`src/rtl/bp_pkg.sv`:
```
// Shared constants and counter-update helper for the branch predictor family.
package bp_pkg;

    localparam int BP_CTR_W = 2;
    localparam int BP_IDX_W = 6;
    localparam int BP_MISPRED_W = 16;

    // Next value of a ctr_w-bit saturating counter trained with one outcome.
    function automatic logic [31:0] sat_update(input logic [31:0] ctr,
                                               input logic        taken,
                                               input int unsigned ctr_w);
        logic [31:0] max_v;
        max_v = (32'd1 << ctr_w) - 32'd1;
        if (taken) begin
            if (ctr >= max_v) return max_v;
            else              return ctr + 32'd1;
        end else begin
            if (ctr == 32'd0) return 32'd0;
            else              return ctr - 32'd1;
        end
    endfunction

endpackage

```
`src/rtl/branch_predictor_table_if.sv`:
```
// Lookup / update / status bundle between fetch, resolution and the predictor table.
interface branch_predictor_table_if #(
    parameter int IDX_W = 6
);
    logic             lk_valid;
    logic [IDX_W-1:0] lk_pc;
    logic             pred_valid;
    logic             pred_taken;
    logic [IDX_W-1:0] pred_idx;
    logic             upd_valid;
    logic [IDX_W-1:0] upd_idx;
    logic             upd_taken;
    logic             upd_pred;
    logic [15:0]      mispred_cnt;

    modport master (
        output lk_valid, lk_pc, upd_valid, upd_idx, upd_taken, upd_pred,
        input  pred_valid, pred_taken, pred_idx, mispred_cnt
    );

    modport slave (
        input  lk_valid, lk_pc, upd_valid, upd_idx, upd_taken, upd_pred,
        output pred_valid, pred_taken, pred_idx, mispred_cnt
    );
endinterface

```
`src/rtl/bp_sat_counter.sv`:
```
// One CTR_W-bit saturating direction counter; exposes the current and the
// would-be-trained MSB so the table can forward a same-cycle update.
module bp_sat_counter
    import bp_pkg::*;
#(
    parameter int CTR_W    = BP_CTR_W,
    parameter int CTR_INIT = 2 ** (CTR_W - 1)
) (
    input  logic clk,
    input  logic reset,
    input  logic i_upd_en,
    input  logic i_taken,
    output logic o_msb,
    output logic o_next_msb
);
    logic [CTR_W-1:0] r_ctr;
    logic [CTR_W-1:0] w_next;

    // Trained value for the resolved outcome.
    always_comb begin
        w_next = CTR_W'(sat_update(32'(r_ctr), i_taken, CTR_W));
    end

    // Counter state, trained only when addressed.
    always_ff @(posedge clk or posedge reset) begin
        if (reset)         r_ctr <= CTR_W'(CTR_INIT);
        else if (i_upd_en) r_ctr <= w_next;
    end

    assign o_msb      = r_ctr[CTR_W-1];
    assign o_next_msb = w_next[CTR_W-1];
endmodule

```
`src/rtl/branch_predictor_table.sv`:
```
// Table of saturating-counter predictors with optional gshare indexing,
// same-cycle update forwarding and a saturating misprediction counter.
module branch_predictor_table
    import bp_pkg::*;
#(
    parameter int CTR_W    = BP_CTR_W,
    parameter int IDX_W    = BP_IDX_W,
    parameter int HIST_W   = 0,
    parameter int CTR_INIT = 2 ** (CTR_W - 1)
) (
    input logic                     clk,
    input logic                     reset,
    branch_predictor_table_if.slave bus
);
    localparam int N_ENT = 2 ** IDX_W;

    logic             w_msb      [N_ENT];
    logic             w_next_msb [N_ENT];
    logic [IDX_W-1:0] w_lk_idx;
    logic             w_lk_taken;
    logic             r_pred_valid;
    logic             r_pred_taken;
    logic [IDX_W-1:0] r_pred_idx;
    logic [15:0]      r_mispred_cnt;

    for (genvar g = 0; g < N_ENT; g++) begin : g_ent
        bp_sat_counter #(
            .CTR_W    (CTR_W),
            .CTR_INIT (CTR_INIT)
        ) u_ctr (
            .clk        (clk),
            .reset      (reset),
            .i_upd_en   (bus.upd_valid && (bus.upd_idx == IDX_W'(g))),
            .i_taken    (bus.upd_taken),
            .o_msb      (w_msb[g]),
            .o_next_msb (w_next_msb[g])
        );
    end

    if (HIST_W > 0) begin : g_ghr
        logic [HIST_W-1:0] r_ghr;

        // Global history; the lookup hash sees the pre-shift value.
        always_ff @(posedge clk or posedge reset) begin
            if (reset)              r_ghr <= {HIST_W{1'b0}};
            else if (bus.upd_valid) r_ghr <= HIST_W'({r_ghr, bus.upd_taken});
        end

        assign w_lk_idx = bus.lk_pc ^ IDX_W'(r_ghr);
    end else begin : g_bimodal
        assign w_lk_idx = bus.lk_pc;
    end

    // Forward a same-cycle update so the lookup sees the trained counter.
    always_comb begin
        w_lk_taken = w_msb[w_lk_idx];
        if (bus.upd_valid && (bus.upd_idx == w_lk_idx)) begin
            w_lk_taken = w_next_msb[bus.upd_idx];
        end else begin
            w_lk_taken = w_msb[w_lk_idx];
        end
    end

    // Lookup response registers; direction and index hold across idle cycles.
    always_ff @(posedge clk or posedge reset) begin
        if (reset) begin
            r_pred_valid <= 1'b0;
            r_pred_taken <= 1'b0;
            r_pred_idx   <= {IDX_W{1'b0}};
        end else begin
            r_pred_valid <= bus.lk_valid;
            if (bus.lk_valid) begin
                r_pred_taken <= w_lk_taken;
                r_pred_idx   <= w_lk_idx;
            end
        end
    end

    // Misprediction count, sticky at all-ones.
    always_ff @(posedge clk or posedge reset) begin
        if (reset) begin
            r_mispred_cnt <= 16'h0000;
        end else if (bus.upd_valid && (bus.upd_pred != bus.upd_taken)
                     && (r_mispred_cnt != 16'hFFFF)) begin
            r_mispred_cnt <= r_mispred_cnt + 16'h0001;
        end
    end

    assign bus.pred_valid  = r_pred_valid;
    assign bus.pred_taken  = r_pred_taken;
    assign bus.pred_idx    = r_pred_idx;
    assign bus.mispred_cnt = r_mispred_cnt;
endmodule

```
`src/flat_wrapper.sv`:
```
// flat-port wrapper written by rule: the top's interface ports become plain ports
module branch_predictor_table_flat import bp_pkg::*;
#(
    parameter int CTR_W    = BP_CTR_W,
    parameter int IDX_W    = BP_IDX_W,
    parameter int HIST_W   = 0,
    parameter int CTR_INIT = 2 ** (CTR_W - 1)
)
  (clk, reset, bus_lk_valid, bus_lk_pc, bus_upd_valid, bus_upd_idx, bus_upd_taken, bus_upd_pred, bus_pred_valid, bus_pred_taken, bus_pred_idx, bus_mispred_cnt);
  branch_predictor_table_if #(.IDX_W(IDX_W)) bus_i ();
  input logic clk;
  input logic reset;
  input wire logic [$bits(bus_i.lk_valid)-1:0] bus_lk_valid;
  input wire logic [$bits(bus_i.lk_pc)-1:0] bus_lk_pc;
  input wire logic [$bits(bus_i.upd_valid)-1:0] bus_upd_valid;
  input wire logic [$bits(bus_i.upd_idx)-1:0] bus_upd_idx;
  input wire logic [$bits(bus_i.upd_taken)-1:0] bus_upd_taken;
  input wire logic [$bits(bus_i.upd_pred)-1:0] bus_upd_pred;
  output wire logic [$bits(bus_i.pred_valid)-1:0] bus_pred_valid;
  output wire logic [$bits(bus_i.pred_taken)-1:0] bus_pred_taken;
  output wire logic [$bits(bus_i.pred_idx)-1:0] bus_pred_idx;
  output wire logic [$bits(bus_i.mispred_cnt)-1:0] bus_mispred_cnt;
  assign bus_i.lk_valid = bus_lk_valid;
  assign bus_i.lk_pc = bus_lk_pc;
  assign bus_i.upd_valid = bus_upd_valid;
  assign bus_i.upd_idx = bus_upd_idx;
  assign bus_i.upd_taken = bus_upd_taken;
  assign bus_i.upd_pred = bus_upd_pred;
  assign bus_pred_valid = bus_i.pred_valid;
  assign bus_pred_taken = bus_i.pred_taken;
  assign bus_pred_idx = bus_i.pred_idx;
  assign bus_mispred_cnt = bus_i.mispred_cnt;
  branch_predictor_table #(.CTR_W(CTR_W), .IDX_W(IDX_W), .HIST_W(HIST_W), .CTR_INIT(CTR_INIT)) u_core (.clk(clk), .reset(reset), .bus(bus_i));
endmodule
```
`config.mk`:
```
export PLATFORM = sky130hd
export DESIGN_NAME = branch_predictor_table_flat
export DESIGN_NICKNAME = d
export VERILOG_FILES = /design/src/rtl/bp_pkg.sv /design/src/rtl/branch_predictor_table_if.sv /design/src/rtl/bp_sat_counter.sv /design/src/rtl/branch_predictor_table.sv /design/src/flat_wrapper.sv
export SDC_FILE = /design/constraint.sdc
export NUM_CORES = 1
export LEC_CHECK = 0
export BUFFER_PORTS_ARGS = -buffer_cell sky130_fd_sc_hd__buf_2
export CORE_MARGIN = 2
export CORE_UTILIZATION = 50
export DETAILED_ROUTE_END_ITERATION = 16
export PLACE_DENSITY = 0.67
export SKIP_LAST_GASP = 1
export SLEW_MARGIN = 15
export SYNTH_ARGS = -nofsm -noshare
export SYNTH_HDL_FRONTEND = slang
export SYNTH_SLANG_ARGS = --single-unit
export TNS_END_PERCENT = 100
```
`constraint.sdc`:
```
create_clock -name clk -period 6 [get_ports clk]
set_input_delay 0.9 -clock clk [delete_from_list [all_inputs] [get_ports clk]]
set_output_delay 0.9 -clock clk [all_outputs]
set_load 0.02 [all_outputs]
```
==> metrics.yaml <==
placed_design:
  dp_slack_ns: 2.64
  gp_congestion: 0.830
  placed_cells: 1342
  place_hpwl_um: 16400
  port_buffers: 41
setup_path:
  cp_max_fo: 30
  criticalPathCategory: "in2reg"
  worstPathArrival_ns: 3.31
  r2r_cells: 6
  worstPathRequired_ns: 6.32
  end_kind: "flip-flop"
  startpoint_type: "input port"
timing:
  holdWs_ns: 0.493
  hold_viol_final: 0
  worst_slack_ns: 3.00
  finalClockSkew_ns: 0.00781
  rsz0062_at_grt: "false"
  worstMarginPinSlew_ns: 1.13
  finalSetupTns_ns: 0
  relSlewSlack: 0.246
  setup_viol_count_final: 0
  period_share: 0.500
  max_freq_ghz: 0.334
  period_needed_ns: 3.00
  slew_violations: 0
logic_synthesis:
  synthFlopType: "dfrtp_1"
  synth.most_common_cell: "a21oi_1"
  synth_area_um2: 9510
  ys_types: 65
  seq_area_frac_synth: 0.408
  syn_area_per_cell_um2: 8.43
  synthTopCellsByArea: "dfrtp_1, dfstp_2, a21oi_1, o21ai_0, nor2_1"
  ys_warn_count: 0
  netlist_instances: 1128
  synth_top_cell_by_area: "dfrtp_1"
  synth_top_cells_by_count: "a21oi_1, nor2_1, nand2_1, o21ai_0, dfrtp_1"
  ys_async_sr_fraction: 1.00
  yosys.area.top_type_share: 0.231
  syn_nets: 1147
  synth_edf_count: 0
  synth-seq-cells: 152
layout:
  nFillCells: 1680
  diodes: 0
  fin_cells: 1374
  syn_to_final_growth_pct: 8.63
  nNetsFinal: 1146
  finish.utilization: 0.553
  register_area_um2: 3880
  multi_input_area_um2: 5250
  drive_gt1_frac: 0.188
detailed_routing:
  wl_um: 25800
  ant_nets: 0
  initialDrtViolationCount: 788
  drc: 0
  vias: 8680
  vias_per_cell: 6.32
  wl_per_cell_um: 18.8
  dr.pass1.iters: 5
job:
  maxCapViolCount: 0
die:
  io_pins: 42
  initial_utilization: 0.509
  fp.dieH_um: 142
  die_w_um: 142
  core.rowCount: 50
  die_area_um2: 20100
  core_area_um2: 18700
outcome:
  run_status: "complete, no violations"
worst_hold_path:
  min_path_cells: 1
  hp-class: "reg2reg"
clock_network:
  clk_latency_ns: 0.43
  htreeDepth: 4
  postCtsSetupBuffers: 0
  clockBufferDepth: 2
  numClockSinks: 152
  numCtsBuffers: 17
  cts_resized: 0
  clk_pin_slew_ns: 0.06
  tritoncts: "built"
  postCtsHoldBufs: 0
  cts-root-buf: "clkbuf_16"
grt:
  grt_pass1_vias: 7643
  grt.overflow.total: 0
  grt_max_degree: 98
  antenna_found_initial: 0
  grtUsageTotal: 0.260
  grt_pass1_wl_um: 41000
power_and_ir_drop:
  irDropWorstVdd_uv: 180
  leakagePower_nw: 3.95
  power.density_nw_per_um2: 278
-- routing by layer --
layer  GRT usage  up-vias  wire length [um]
li1            -     4159                 -
met1       0.366     4175             12000
met2       0.409      296             11800
met3      0.0404       50              1410
met4      0.0958        0               615
met5           0        -                 0
-- cells in the final DEF, fill, tap and decap left out, drive strengths merged, types with 19 or more instances in the layout --
cell type,count
clkbuf,19
o21ai,116
nor2,154
nor3,39
a21oi,163
a31oi,24
nand3,24
buf,47
o31ai,31
dfstp,64
nand2,121
dfrtp,88
or2,32
-- state kept, by name, indices dropped and copies added (netlist names) --
name                      cells
u_core.bus.pred_taken         1
u_core.g_ent.u_ctr.r_ctr    128
u_core.bus.pred_valid         1
u_core.bus.pred_idx           6
u_core.bus.mispred_cnt       16
-- layout make-up --
cell class	instances	area share
Multi-Input combinational cell	896	0.508
Sequential cell	152	0.376
Clock buffer	19	0.0438
Tap cell	234	0.0283
Timing Repair Buffer	47	0.0248
Clock inverter	13	0.0138
Inverter	13	0.00521
-- where the power goes --
| part | switching [W] | total (W) | internal, W |
|---|---|---|---|
| clock network | 0.000465 | 0.00110 | 0.000638 |
| registers | 0.000147 | 0.00130 | 0.00115 |
| logic | 0.000279 | 0.000471 | 0.000192 |
| total | 0.000892 | 0.00287 | 0.00198 |
-- stage by stage --
stage | area (um2) | power (W)
4_1_cts | 10300 | 0.00288
3_5_place_dp | 9740 | 0.00178
6_report | 10300 | 0.00287
2_1_floorplan | 9510 | 0.00164
5_1_grt | 10300 | 0.00300
3_3_place_gp | 9740 | 0.00177
-- critical path: stages --
cell     delay, ns
buf_2         0.50
buf_4         0.44
nand2_1       0.27
nor2_1        0.59
nand2_1       0.21
a221o_1       0.38
-- worst paths after layout --
path / from / to / slack (ns)
max: bus_upd_idx[0] / u_core.g_ent[63].u_ctr.r_ctr[0] / 3.00
min: u_core.bus.mispred_cnt[9] / u_core.bus.mispred_cnt[9] / 0.49
max reg2reg: u_core.g_ent[3].u_ctr.r_ctr[0] / u_core.bus.pred_taken / 3.96
min reg2reg: u_core.bus.mispred_cnt[9] / u_core.bus.mispred_cnt[9] / 0.49
max in group asynchronous: reset / u_core.bus.pred_idx[4] / 4.10
min in group asynchronous: reset / u_core.g_ent[30].u_ctr.r_ctr[0] / 0.63
-- logic make-up after synthesis --
family,count (synthesis),share of synthesized area
XOR/XNOR,22,0.0203
flip-flops,152,0.408
AO/OA/AOI/OAI,410,0.259
adder cells (fa/ha/maj),11,0.0118
multiplexers,37,0.0630
buffers and inverters,80,0.0397
AND/OR/NAND/NOR,416,0.198
No activity file was read; power rests on OpenSTA's default activity.
